[src/rtl/wb_trace_buffer.sv]
// Commit-trace capture FIFO fed by the core's write-back debug ports, with retire/drop counters.
// Define WB_TRACE_FILTER_EN to queue only register-file writes to x1..x31.
module wb_trace_buffer #(
    parameter int DEPTH = 16,
    parameter int PTR_W = $clog2(DEPTH)
) (
    input  logic             clk,
    input  logic             rst,
    input  logic             debug_wb_have_inst,
    input  logic [31:0]      debug_wb_pc,
    input  logic             debug_wb_ena,
    input  logic [4:0]       debug_wb_reg,
    input  logic [31:0]      debug_wb_value,
    input  logic             trace_clear,
    output logic             trace_valid,
    input  logic             trace_ready,
    output logic [69:0]      trace_data,
    output logic [PTR_W:0]   trace_level,
    output logic             trace_full,
    output logic [31:0]      commit_count,
    output logic [15:0]      drop_count
);

    localparam logic [PTR_W:0]   FULL_LEVEL = (PTR_W + 1)'(DEPTH);
    localparam logic [PTR_W:0]   LEVEL_ONE  = (PTR_W + 1)'(1);
    localparam logic [PTR_W-1:0] PTR_ONE    = PTR_W'(1);

    logic [69:0]      mem [DEPTH];
    logic [PTR_W-1:0] wr_ptr;
    logic [PTR_W-1:0] rd_ptr;
    logic [PTR_W:0]   level;
    logic             cap;
    logic             pop;
    logic             push;
    logic             drop;
    logic [69:0]      record;

`ifdef WB_TRACE_FILTER_EN
    assign cap = debug_wb_have_inst && debug_wb_ena && (debug_wb_reg != 5'd0);
`else
    assign cap = debug_wb_have_inst;
`endif

    assign record      = {debug_wb_ena, debug_wb_reg, debug_wb_pc, debug_wb_value};
    assign trace_valid = (level != '0);
    assign trace_full  = (level == FULL_LEVEL);
    assign trace_level = level;
    assign trace_data  = mem[rd_ptr];

    // A pop in the same cycle frees the slot, so a capture at full is still accepted.
    assign pop  = trace_valid && trace_ready;
    assign push = cap && (!trace_full || pop);
    assign drop = cap && trace_full && !pop;

    always_ff @(posedge clk or posedge rst) begin
        if (rst) begin
            wr_ptr       <= '0;
            rd_ptr       <= '0;
            level        <= '0;
            commit_count <= '0;
            drop_count   <= '0;
        end else if (trace_clear) begin
            wr_ptr       <= '0;
            rd_ptr       <= '0;
            level        <= '0;
            commit_count <= '0;
            drop_count   <= '0;
        end else begin
            if (push) begin
                wr_ptr <= wr_ptr + PTR_ONE;
            end
            if (pop) begin
                rd_ptr <= rd_ptr + PTR_ONE;
            end
            if (push && !pop) begin
                level <= level + LEVEL_ONE;
            end else if (pop && !push) begin
                level <= level - LEVEL_ONE;
            end
            if (debug_wb_have_inst) begin
                commit_count <= commit_count + 32'd1;
            end
            if (drop && (drop_count != 16'hFFFF)) begin
                drop_count <= drop_count + 16'd1;
            end
        end
    end

    // Storage needs no reset; entries are only observed once the level covers them.
    always_ff @(posedge clk) begin
        if (push && !trace_clear) begin
            mem[wr_ptr] <= record;
        end
    end

endmodule

[config.mk]
export PLATFORM = sky130hd
export DESIGN_NAME = wb_trace_buffer
export DESIGN_NICKNAME = d
export VERILOG_FILES = /design/src/rtl/wb_trace_buffer.sv
export SDC_FILE = /design/constraint.sdc
export NUM_CORES = 1
export LEC_CHECK = 0
export BUFFER_PORTS_ARGS = -buffer_cell sky130_fd_sc_hd__buf_2
export CAP_MARGIN = 20
export CORE_MARGIN = 2
export CORE_UTILIZATION = 49
export DETAILED_ROUTE_END_ITERATION = 12
export GPL_ROUTABILITY_DRIVEN = 0
export PLACE_DENSITY = 0.63
export SLEW_MARGIN = 15
export SYNTH_ARGS = -nofsm -noshare
export SYNTH_HDL_FRONTEND = slang
export SYNTH_SLANG_ARGS = --single-unit
export TNS_END_PERCENT = 1
[constraint.sdc]
create_clock -name clk -period 7.08 [get_ports clk]
set_input_delay 1.416 -clock clk [delete_from_list [all_inputs] [get_ports clk]]
set_output_delay 1.416 -clock clk [all_outputs]
set_load 0.02 [all_outputs]
### Yosys cells after proc, flatten, opt, wreduce, memory -nomap -nowiden

Memories as Yosys holds them, arrays and structs flattened.
Index checks and enable logic that the tools add are counted.
Widths: inputs -> output; s select.

* memories kept: 1
* flip-flop bits (word level): 61
* input port bits: 75
* RAM bits: 1120

* reduce and logical (&&, ||, !) cells: 19
* add/sub/neg operators: 6
* mux-type cells: 13
* equal/unequal tests: 2

Memories
* mem: words 16, bits a word 70, read ports 1, clocked after memory_dff 0, wr ports 1, RTL line 28 `logic [69:0] mem [DEPTH];`

Operator list (count)
* $mux 32: 2
* $add 32x1->32 const B: 1
* $mux 16: 2
* $add 16x1->16 const B: 1
* $mux 4: 4
* $ne 16x16->1 const B: 1
* $mux 5: 3
* $add 4x1->4 const B: 2
* $logic_and 1x1->1: 8
* $reduce_bool 2->1: 4
* $add 5x1->5 const B: 1
* $eq 5x5->1 const B: 1
* $reduce_bool 5->1: 1
* $sub 5x1->5 const B: 1
* $logic_not 1->1: 4
* $reduce_bool 3->1: 1
* $mux 1: 2
* $logic_or 1x1->1: 1

### Longest topological paths before layout

Gate-level depths: netlist of the first run.

* depth in word-level cells: 9
* depth in mapped cells: 9

### Worst setup path before layout of the first run

Ideal clock, no wire load.

* kind: input -> register
* from: input debug_wb_have_inst
* to: memory mem[12][0], enable pin
* arrival: 4.952 ns
* cell stages on the path: 5
* buffers on the path: 2
* path slack: 1.630 ns
* cells stage by stage: buf_2 o31a_1 buf_2 nand2_1 nor2_1

* cells in the longest elaborated chain, start to end: 4

RTL lines
* from (decl): RTL line 9 `input logic debug_wb_have_inst,`
* $logic_and 1x1->1: RTL line 52 `assign push = cap && (!trace_full || pop);`
* $logic_and 1x1->1: RTL line 91 `if (push && !trace_clear) begin`
* $mux 1: RTL line 91
* $mux 1 (implied by the code): RTL line 92 `mem[wr_ptr] <= record;`
* to (decl): RTL line 28

Every way passes these cells.

### Final worst setup path of the first run

* from: register rd_ptr[0]
* to: output trace_data[21]

* cells in the longest elaborated chain, start to end: 1

RTL lines
* from (decl): RTL line 30 `logic [PTR_W-1:0] rd_ptr;`
* from (signal assigned): RTL line 73 `rd_ptr <= rd_ptr + PTR_ONE;`
* $mem_v2 16x70
* to (decl): RTL line 17 `output logic [69:0] trace_data,`

Every way passes these cells.

==> results by group, run 1 <==
Status
  • Status: finished clean

Timing
  • Worst Skew: about 0.020 ns
  • Final worst slack: between 2 and 2.5 ns
  • RSZ-0062 raised after global routing: false
  • Setup violators final: 0
  • Final hold viol count: 0
  • Measured slew at the worst slew-check pin: between 1 and 1.5 ns
  • Slew Limit Fails: 0
  • Fmax achieved: around 200 MHz
  • Slew HR: 0.2873
  • Fin crit share: 0.7162
  • Setup_tns: 0 ns
  • Period minus WS final: 5.071 ns

Global route
  • GRT Total Usage: 0.2096
  • First-pass GRT wire length: between 100 and 150 mm
  • Initial antenna violation count: 16
  • Vias in the first global route: ~22000
  • Pin count of the biggest net entering global routing: 93
  • GR Overflow Total: 0

Setup path
  • CP Max Fanout: between 60 and 70
  • R2r startpoint: trace_level[0]
  • CP required: 5.66 ns
  • CP endpoint kind: primary output
  • Reg2reg end: mem[13][39]
  • Setup crit start kind: flop
  • FF-to-FF setup slack: 3.94 ns
  • CP arrival: between 3 and 4 ns
  • Critical Setup Path Class: reg -> out
  • Reg2reg path depth: 5

Layout
  • Fillers: about 6700
  • Share of cells above drive strength 1: 0.3497
  • Final core area utilization: 0.5657
  • Area delta synth->final: 14.30%
  • Fin area: roughly 0.052 mm2
  • Footprint of the multi-input gates: around 0.0098 mm2
  • Nets: between 2000 and 2500
  • Register area: between 0.03 and 0.04 mm2

Routing
  • Pre-Repair DR Iteration Count: 5
  • Vias: about 21000
  • Initial DRC count: between 2000 and 2500
  • Via density: between 5 and 6
  • Wirelength, routed: between 90 and 100 mm
  • DRC Markers: 0
  • DR WL/cell: about 28 um
  • Post-DRT Antenna Nets: 0

Clocking
  • CTS root buffer: clkbuf_16
  • CTS max path bufs: 3
  • CTS-repair resized insts: 0
  • Htree depth: 3
  • CTS Buf Count: around 120
  • Postcts setup bufs: 0
  • CTS tree: done
  • Worst skew pair latency: approximately 0.70 ns
  • Clk slew on worst S/H paths: about 0.060 ns
  • CTS sink count: approximately 1200
  • Hold Buf Count CTS: 0

Synth
  • Mean Syn Cell Area: 23.64 um2
  • Yosys warnings: 0
  • #FFs+latches synth: 1181
  • Netlist cell types: 52
  • Mapped Area: approximately 0.045 mm2
  • Syn_nets: 2006
  • Sequential share of the synthesized area: 0.7750
  • Cells after synthesis: 1919

Power and ir drop
  • PnR Total Power: roughly 16 mW
  • VDD IR max: around 0.00021 V
  • Power Dens Cells: 314.5 mW/mm2
  • Pleak: between 15 and 20 nW

Floorplan
  • Initial core utilization: 0.4949
  • Die area: 0.09503 mm2
  • Core ar.: between 0.09 and 0.1 mm2
  • Boundary Pins: 200
  • Die width: slightly above 300 um
  • # rows: between 100 and 150
  • Die Y: 308.3 um

Place
  • Hpwl dp: 49.71 mm
  • Port Buf Inserts: 199
  • Placed cell areas: around 0.048 mm2
  • Place WS: roughly 2.7 ns

Job
  • Max-cap violations: 0

Min path
  • Hold path endpoint: commit_count[28]
  • Hold Startpoint: commit_count[28]
  • Worst Hold Class: reg -> reg
  • Hold path depth: 2
## logic make-up after synthesis
logic type,share of synthesized area
mux,0.1754
compound gates,0.004744
flops,0.7750
fa+ha+maj,0.003475
buf+inv,0.01111
simple gates,0.02077
xor+xnor,0.009460
## cell usage after synthesis, drive strengths merged
master	n	area, um2
and2	2	12.51
nand3	22	115.1
a21oi	10	50.05
nor2	73	274.0
a31o	1	8.760
clkbuf	50	198.9
buf	44	256.5
ha	11	137.6
or2	1	6.260
and4	7	62.56
a2111oi	5	43.79
mux2i	4	52.55
fa	1	20.02
edfxtp	1120	33630
o31a	1	8.760
mux2	2	22.52
o32ai	1	8.760
nor4	7	73.82
dfrtp	61	1526
nor2b	3	18.77
or3	6	40.03
o21ai	7	35.03
inv	13	48.80
or4	3	30.03
nand4	12	75.07
nor4b	2	23.77
a21o	1	7.510
nor3	14	70.07
xnor2	37	324.1
o21a	2	15.01
or3b	1	8.760
a211oi	4	30.03
o31ai	1	7.510
nand2	21	81.33
and3	5	35.03
mux4	350	7883
xor2	12	105.1
nand3b	2	15.01
## how the worst max path moves through the flow
stage / from / to / slack, ns / cells after the start
final: rd_ptr[0] / trace_data[21] / 2.01 / 4
after global routing: rd_ptr[0] / trace_data[46] / 1.77 / 4
after CTS: rd_ptr[0] / trace_data[3] / 1.91 / 4
after floorplan: debug_wb_have_inst / mem[12][0] / 1.63 / 5
after detailed placement: rd_ptr[0] / trace_data[46] / 2.66 / 4
after global placement: rd_ptr[0] / trace_data[21] / 2.65 / 4
## metal layers
layer | vias up | part of all wire | global-route usage
met2 | 647 | 0.50 | 0.3440
li1 | 8717 | - | -
met3 | 145 | 0.063 | 0.04075
met1 | 11250 | 0.41 | 0.2897
met4 | 10 | 0.022 | 0.05910
met5 | - | 0.00048 | 0
## state kept, by name, summed over array words and instances, names as in the netlist
| name | cells |
|---|---|
| commit_count | 32 |
| wr_ptr | 4 |
| rd_ptr | 4 |
| mem | 1120 |
| trace_level | 5 |
| drop_count | 16 |
## where the power goes
part,leakage [nW],internal [mW],switching [mW],total [mW]
Clock,1.85,3.49,2.59,6.08
Sequential,10.9,7.74,0.136,7.87
Combinational,3.50,1.19,1.16,2.35
## through the flow
| stage | instances | hold slack (ns) |
|---|---|---|
| finish | 3479 | 0.5673 |
| global route | 3474 | 0.6018 |
| CTS | 3470 | 0.5750 |
| floorplan | 1919 | 0.5514 |
| global placement | 3247 | 0.5335 |
| detailed placement | 3248 | 0.5414 |
## layout by cell type (no fill, tap or decap), drive strengths merged, types with 3 or more instances in the layout
cell / Yosys / layout
clkinvlp: 0 / 6
or4: 3 / 3
xor2: 12 / 12
dfrtp: 61 / 61
bufinv: 0 / 11
diode: 0 / 8
a2111oi: 5 / 5
nand2: 21 / 21
buf: 44 / 238
edfxtp: 1120 / 1120
mux2i: 4 / 4
a21oi: 10 / 10
nor3: 14 / 14
xnor2: 37 / 37
mux4: 350 / 350
nor2b: 3 / 3
a211oi: 4 / 4
nand4: 12 / 12
nor4: 7 / 7
o21ai: 7 / 7
nor2: 73 / 73
ha: 11 / 11
nand3: 22 / 22
and3: 5 / 5
or3: 6 / 6
clkinv: 0 / 55
clkbuf: 50 / 145
inv: 13 / 18
and4: 7 / 7
## worst max-delay path: stages (launching register included)
cell and delay [ns]:
dfrtp_4 1.03, buf_12 0.49, mux4_2 0.59, mux4_2 0.51, buf_2 0.18
## area by class of cell
class                           instances  share of cell area
Tap cell                             1186             0.02862
Multi-Input combinational cell        631              0.1894
Timing Repair Buffer                  238             0.02896
Antenna cell                            8           0.0003861
Clock buffer                          145             0.05929
Inverter                               13           0.0009411
Sequential cell                      1181              0.6784
Clock inverter                         77             0.01400
Power figures use the tool's default switching activity.
==> run 2: changes to the inputs <==
--- a/config.mk
+++ b/config.mk
@@ -11,7 +11,7 @@
 export CORE_UTILIZATION = 49
 export DETAILED_ROUTE_END_ITERATION = 12
 export GPL_ROUTABILITY_DRIVEN = 0
-export PLACE_DENSITY = 0.63
+export PLACE_DENSITY = 0.65
 export SLEW_MARGIN = 15
 export SYNTH_ARGS = -nofsm -noshare
 export SYNTH_HDL_FRONTEND = slang
==> constraint.sdc (replaced) <==
create_clock -name clk -period 4.5 [get_ports clk]
set_input_delay 0.9 -clock clk [delete_from_list [all_inputs] [get_ports clk]]
set_output_delay 0.9 -clock clk [all_outputs]
set_load 0.02 [all_outputs]
==> run 2 against run 1 <==
Die area did not move. Highest routed layer unchanged. Critical path type unchanged. Via count rose by 1.0%. Largest cell class unchanged. Design area is 0.48% higher. Global-route usage increased by 0.20 points.
==> results by group, run 2 (synthesis gave the netlist of run 1 again) <==
Setup path
  • R2r startpoint: trace_level[0]
  • CP most frequent cell: mux4_2
  • Setup crit start kind: flop
  • Max stage delay on crit path: 0.55 ns (-0.48 ns)
  • CP endpoint kind: primary output
  • CP required: 3.60 ns (-2.06 ns)
  • CP cell instances: buf_4 > buf_12 > mux4_2 > mux4_2 > buf_2
  • Critical Setup Path Class: reg -> out
  • CP arrival: 3.21 ns (-0.44 ns)
  • Reg2reg path depth: 8 (+3)
  • CP Max Fanout: 44 (-34%)
  • CP max-delay cell: mux4_2
  • Crit path launch: rd_ptr[0]
  • FF-to-FF setup slack: 1.65 ns (-2.29 ns)
  • Reg2reg end: trace_level[4]

Clocking
  • Worst skew pair latency: 0.70 ns (about the same)
  • Htree depth: 3 (unchanged)
  • CTS sink count: 1181 (unchanged)
  • CTS Buf Count: 117 (-0.85%)
  • Postcts setup bufs: 0 (unchanged)
  • Hold Buf Count CTS: 0 (unchanged)
  • CTS max path bufs: 3 (unchanged)
  • Clk slew on worst S/H paths: 0.06 ns (about the same)
  • CTS tree: done
  • CTS-repair resized insts: 0 (unchanged)
  • CTS root buffer: clkbuf_16

Routing
  • Vias: 20980 (+1.0%)
  • DRC Markers: 0 (unchanged)
  • DR WL/cell: 28.22 um (+0.67%)
  • Wirelength, routed: 98.37 mm (+0.87%)
  • Post-DRT Antenna Nets: 0 (unchanged)
  • Via density: 6.020 (+0.81%)
  • Pre-Repair DR Iteration Count: 6 (+1)
  • Initial DRC count: 2097 (-1.3%)

Layout
  • Number of flip-flops under the largest register name: 1120 (unchanged)
  • Area delta synth->final: 14.84%
  • Most flops, register: mem
  • Fin area: 0.05210 mm2 (+0.48%)
  • Largest registers: mem: 1120 flops, commit_count: 32 flops, drop_count: 16 flops
  • Most common cell after layout, fill and taps aside: edfxtp_1
  • Share of cells above drive strength 1: 0.3520 (+0.002373)
  • Fillers: 6661 (-0.060%)
  • Nets: 2290 (+0.88%)
  • Most frequent cells in the layout: edfxtp_1 (1120), mux4_2 (350), buf_2 (199)
  • Non-Filler Instances: 3486 (+0.20%)
  • Final core area utilization: 0.5683 (+0.002689)

Timing
  • Setup_tns: 0 ns (unchanged)
  • Slew Limit Fails: 0 (unchanged)
  • Fmax achieved: roughly 240 MHz
  • Setup violators final: 0 (unchanged)
  • Worst Skew: 0.03325 ns (+0.01278 ns)
  • RSZ-0062 raised after global routing: false
  • Slew HR: 0.3602 (+0.07284)
  • Hold Slack: 0.2516 ns (-0.3157 ns)
  • Fin crit share: 0.9139
  • Measured slew at the worst slew-check pin: 0.9598 ns (-0.1093 ns)
  • Final worst slack: 0.3877 ns (-1.622 ns)
  • Final hold viol count: 0 (unchanged)
  • Period minus WS final: 4.112 ns

Floorplan
  • Die width: 308.3 um (unchanged)
  • Core ar.: 0.09166 mm2 (unchanged)
  • Boundary Pins: 200 (unchanged)
  • Initial core utilization: 0.4949 (unchanged)
  • Die Y: 308.3 um (unchanged)
  • Die area: 0.09503 mm2 (unchanged)
  • # rows: 111 (unchanged)

Global route
  • Initial antenna violation count: 15 (-1)
  • Vias in the first global route: 22140 (+0.76%)
  • GR Overflow Total: 0 (unchanged)
  • First-pass GRT wire length: 146.5 mm (+1.5%)
  • GRT Total Usage: 0.2116 (+0.002043)
  • Pin count of the biggest net entering global routing: 87 (-6.5%)

Status
  • Status: finished clean

Place
  • Placed cell areas: 0.04834 mm2 (+0.68%)
  • Place WS: 1.040 ns (-1.622 ns)
  • Dpl cells: 3270 (+0.68%)
  • Hpwl dp: 51.05 mm (+2.7%)
  • Port Buf Inserts: 199 (unchanged)

Power and ir drop
  • PnR Total Power: 25.63 mW (+57%)
  • Pleak: 16.40 nW (+0.74%)
  • Power Dens Cells: 492.0 mW/mm2 (+56%)
  • VDD IR max: 0.0003546 V (+69%)

Min path
  • Worst Hold Class: in -> async

Job
  • Max-cap violations: 0 (unchanged)
[run 2: changes by cell type in the layout (fill, tap and decap cells not counted), sizes merged]
| cell | change |
|---|---|
| diode | -6 |
| clkinv | -9 |
| buf | +21 |
| inv | -1 |
| clkbuf | +6 |
| clkinvlp | -4 |
[run 2: worst max path at each step]
stage | depth (start not counted) | slack (ns) | end
floorplan | 5 | -0.43 | mem[12][0]
global placement | 5 | 1.05 | trace_data[45]
detailed placement | 5 | 1.04 | trace_data[45]
CTS | 5 | 0.29 | trace_data[45]
global route | 5 | 0.24 | trace_data[45]
finish | 5 | 0.39 | trace_data[45]
[run 2: cell type report]
cell class / count / area [um2] / area share
inverter: 13 / 48.80 / 0.0009367
timing repair buffer: 259 / 1809 / 0.03473
multi-input combinational: 631 / 9827 / 0.1886
antenna: 2 / 5.005 / 0.00009607
clock inverter: 63 / 650.6 / 0.01249
clock buffer: 151 / 3098 / 0.05947
sequential: 1181 / 35170 / 0.6752
tap: 1186 / 1484 / 0.02848
[run 2: per-layer routing]
metal / track usage / wire, um
met4: 0.05060 / 1982
met2: 0.3495 / 49300
met3: 0.03752 / 5570
met5: 0 / 121
met1: 0.2971 / 41400
[run 2: report_power, final]
group	internal (mW)	total, mW	switching, mW
logic	1.90	3.86	1.96
clock network	5.48	9.50	4.02
registers	12.2	12.3	0.0965
total	19.6	25.6	6.07
[run 2: critical path: cells and delay by family (launching register included)]
family                 cells  cell delay (ns)
buffers and inverters      3             0.88
DFF                        1             0.54
muxes                      2             1.09
==> run 3: changes to the inputs <==
--- a/config.mk
+++ b/config.mk
@@ -7,7 +7,6 @@
 export LEC_CHECK = 0
 export BUFFER_PORTS_ARGS = -buffer_cell sky130_fd_sc_hd__buf_2
 export CAP_MARGIN = 20
-export CORE_MARGIN = 2
 export CORE_UTILIZATION = 49
 export DETAILED_ROUTE_END_ITERATION = 12
 export GPL_ROUTABILITY_DRIVEN = 0
==> run 3 against run 2 <==
Die area fell by 1.3%. First-iteration DRC count is 7.8% lower. Clock skew up 0.0044 ns. Worst hold slack worse by 0.025 ns. Design area grew 0.39%. Via count fell by 0.57%. Largest cell class unchanged.
==> results by group, run 3 (synthesis gave the netlist of run 1 again) <==
Status
  • Status: finished clean

Layout
  • Most flops, register: mem
  • Fillers: 6592 (-1.0%)
  • Most frequent cells in the layout: edfxtp_1 (1120), mux4_2 (350), buf_2 (199)
  • Nets: 2288 (-0.087%)
  • Fin area: 0.05230 mm2 (+0.39%)
  • Largest registers: mem: 1120 flops, commit_count: 32 flops, drop_count: 16 flops
  • Most common cell after layout, fill and taps aside: edfxtp_1
  • Number of flip-flops under the largest register name: 1120 (unchanged)
  • Share of cells above drive strength 1: 0.3589 (+0.006896)
  • Area delta synth->final: 15.29%

Timing
  • Slew HR: 0.4162 (+0.05602)
  • Period minus WS final: 4.170 ns (+0.05800 ns)
  • Fmax achieved: 239.8 MHz (-1.4%)
  • Setup violators final: 0 (unchanged)
  • Hold Slack: 0.2269 ns (-0.02470 ns)
  • Slew Limit Fails: 0 (unchanged)
  • Fin crit share: 0.9267 (+0.01289)
  • Measured slew at the worst slew-check pin: 0.8737 ns (-0.08610 ns)
  • Worst Skew: 0.03762 ns (+0.004364 ns)
  • RSZ-0062 raised after global routing: false
  • Final hold viol count: 0 (unchanged)

Power and ir drop
  • Sw Share: 0.2380 (+0.001056)
  • P_sw: 6.183 mW (+1.8%)
  • PnR Total Power: 25.98 mW (+1.4%)
  • Flop pwr share: 0.474 (-0.005)
  • Power Dens Cells: 496.7 mW/mm2 (+0.96%)
  • Pleak: 16.48 nW (+0.51%)
  • Internal power: 19.80 mW (+1.2%)
  • Clk pwr share: 0.379 (+0.008)
  • VDD IR max: 0.0003361 V (-5.2%)
  • Combinational Power Share: 0.148 (-0.003)

Floorplan
  • Initial core utilization: 0.4949 (unchanged)
  • Core ar.: 0.09166 mm2 (unchanged)
  • # rows: 111 (unchanged)
  • Boundary Pins: 200 (unchanged)
  • Die area: 0.09380 mm2 (-1.3%)
  • Die width: 306.3 um (-0.65%)
  • Die Y: 306.3 um (-0.65%)

Place
  • Hpwl dp: 50.11 mm (-1.8%)
  • Placed cell areas: 0.04837 mm2 (about the same)
  • Port Buf Inserts: 199 (unchanged)

Setup path
  • CP max-delay cell: dfrtp_4
  • Crit path capture: trace_data[3]
  • Reg2reg end: mem[11][19]
  • CP cell instances: buf_4 > mux4_2 > mux4_2 > buf_2
  • Critical Setup Path Class: reg -> out
  • CP endpoint kind: primary output
  • Crit path launch: rd_ptr[0]
  • CP required: 3.60 ns (about the same)
  • R2r startpoint: trace_level[0]
  • Setup crit start kind: flop
  • CP Max Fanout: 23 (-48%)
  • FF-to-FF setup slack: 1.61 ns (-0.04 ns)
  • Max stage delay on crit path: 0.79 ns (+0.24 ns)
  • CP most frequent cell: mux4_2
  • CP arrival: 3.27 ns (+0.06 ns)
  • Reg2reg path depth: 5 (-3)

Clocking
  • CTS sink count: 1181 (unchanged)
  • Worst skew pair latency: 0.71 ns (about the same)
  • Postcts setup bufs: 0 (unchanged)
  • CTS Buf Count: 118 (+0.85%)
  • Hold Buf Count CTS: 0 (unchanged)
  • CTS-repair resized insts: 0 (unchanged)
  • CTS max path bufs: 3 (unchanged)
  • CTS root buffer: clkbuf_16
  • Htree depth: 3 (unchanged)
  • Clk slew on worst S/H paths: 0.06 ns (about the same)
  • CTS tree: done

Min path
  • Worst Hold Class: in -> async

Routing
  • Pre-Repair DR Iteration Count: 5 (-1)
  • DRC Markers: 0 (unchanged)
  • Initial DRC count: 1933 (-7.8%)
  • Vias: 20870 (-0.57%)
  • DR WL/cell: 28.16 um (-0.21%)
  • Wirelength, routed: 98.42 mm (about the same)
  • Via density: 5.970 (-0.82%)
  • Post-DRT Antenna Nets: 0 (unchanged)

Global route
  • GR Overflow Total: 0 (unchanged)
  • Initial antenna violation count: 15 (unchanged)
  • Pin count of the biggest net entering global routing: 88 (+1.1%)
  • GRT Total Usage: 0.2148 (+0.003182)
  • First-pass GRT wire length: 146.3 mm (-0.12%)
  • Vias in the first global route: 22080 (-0.25%)

Job
  • Max-cap violations: 0 (unchanged)
-- run 3: cell count changes in the layout (fill, tap and decap cells not counted), moves of 4 or more --
cell	previous run	this run
clkbuf_1	32	17
clkinv_2	18	28
buf_4	31	24
buf_12	29	33
bufinv_16	11	15
clkinvlp_4	2	6
-- run 3: stage by stage --
step | cells | util | setup slack [ns] | TNS [ns]
after global placement | 3267 | 0.5276 | 0.9956 | 0
after detailed placement | 3267 | 0.5276 | 0.9855 | 0
after CTS | 3490 | 0.5704 | 0.2201 | 0
final | 3495 | 0.5706 | 0.3297 | 0
after floorplan | 1919 | - | -0.4344 | -475.94
after global routing | 3493 | 0.5705 | 0.1641 | 0
-- run 3: layout make-up --
class | instances | area [um2] | share of cell area
Antenna cell | 5 | 12.51 | 0.0002392
Tap cell | 1186 | 1484 | 0.02837
Timing Repair Buffer | 256 | 1837 | 0.03512
Sequential cell | 1181 | 35170 | 0.6726
Inverter | 13 | 48.80 | 0.0009330
Clock inverter | 87 | 874.6 | 0.01672
Clock buffer | 136 | 3042 | 0.05816
Multi-Input combinational cell | 631 | 9827 | 0.1879
-- run 3: routing by layer --
layer  vias to the layer above  GRT usage  share of wire
li1                       8755          -              -
met1                     11330     0.2987           0.42
met2                       641     0.3513           0.50
met3                       133    0.04196          0.063
met4                        10    0.05663          0.019
met5                         -          0        0.00067
-- run 3: worst min-delay path by stage --
stage                          start               end  cells past startpoint
global route                     rst         rd_ptr[2]                      2
finish                           rst         rd_ptr[3]                      2
detailed placement   commit_count[6]   commit_count[6]                      2
CTS                              rst         wr_ptr[2]                      2
floorplan                  wr_ptr[3]         wr_ptr[3]                      2
global placement    commit_count[31]  commit_count[31]                      2
-- run 3: critical path, delay by kind of cell (launching register included) --
kind / cells / cell delay, ns
mux: 2 / 1.08
buf+inv: 2 / 0.68
flops: 1 / 0.79
-- run 3: power by group through the flow --
stage                     logic (mW)  clock network (mW)  registers [mW]
after floorplan                 2.85                   0            12.5
after global placement          3.85                   0            12.5
after detailed placement        3.92                   0            12.5
after CTS                       3.93                10.0            12.3
after global routing            4.12                10.5            12.3
final                           3.83                9.84            12.3
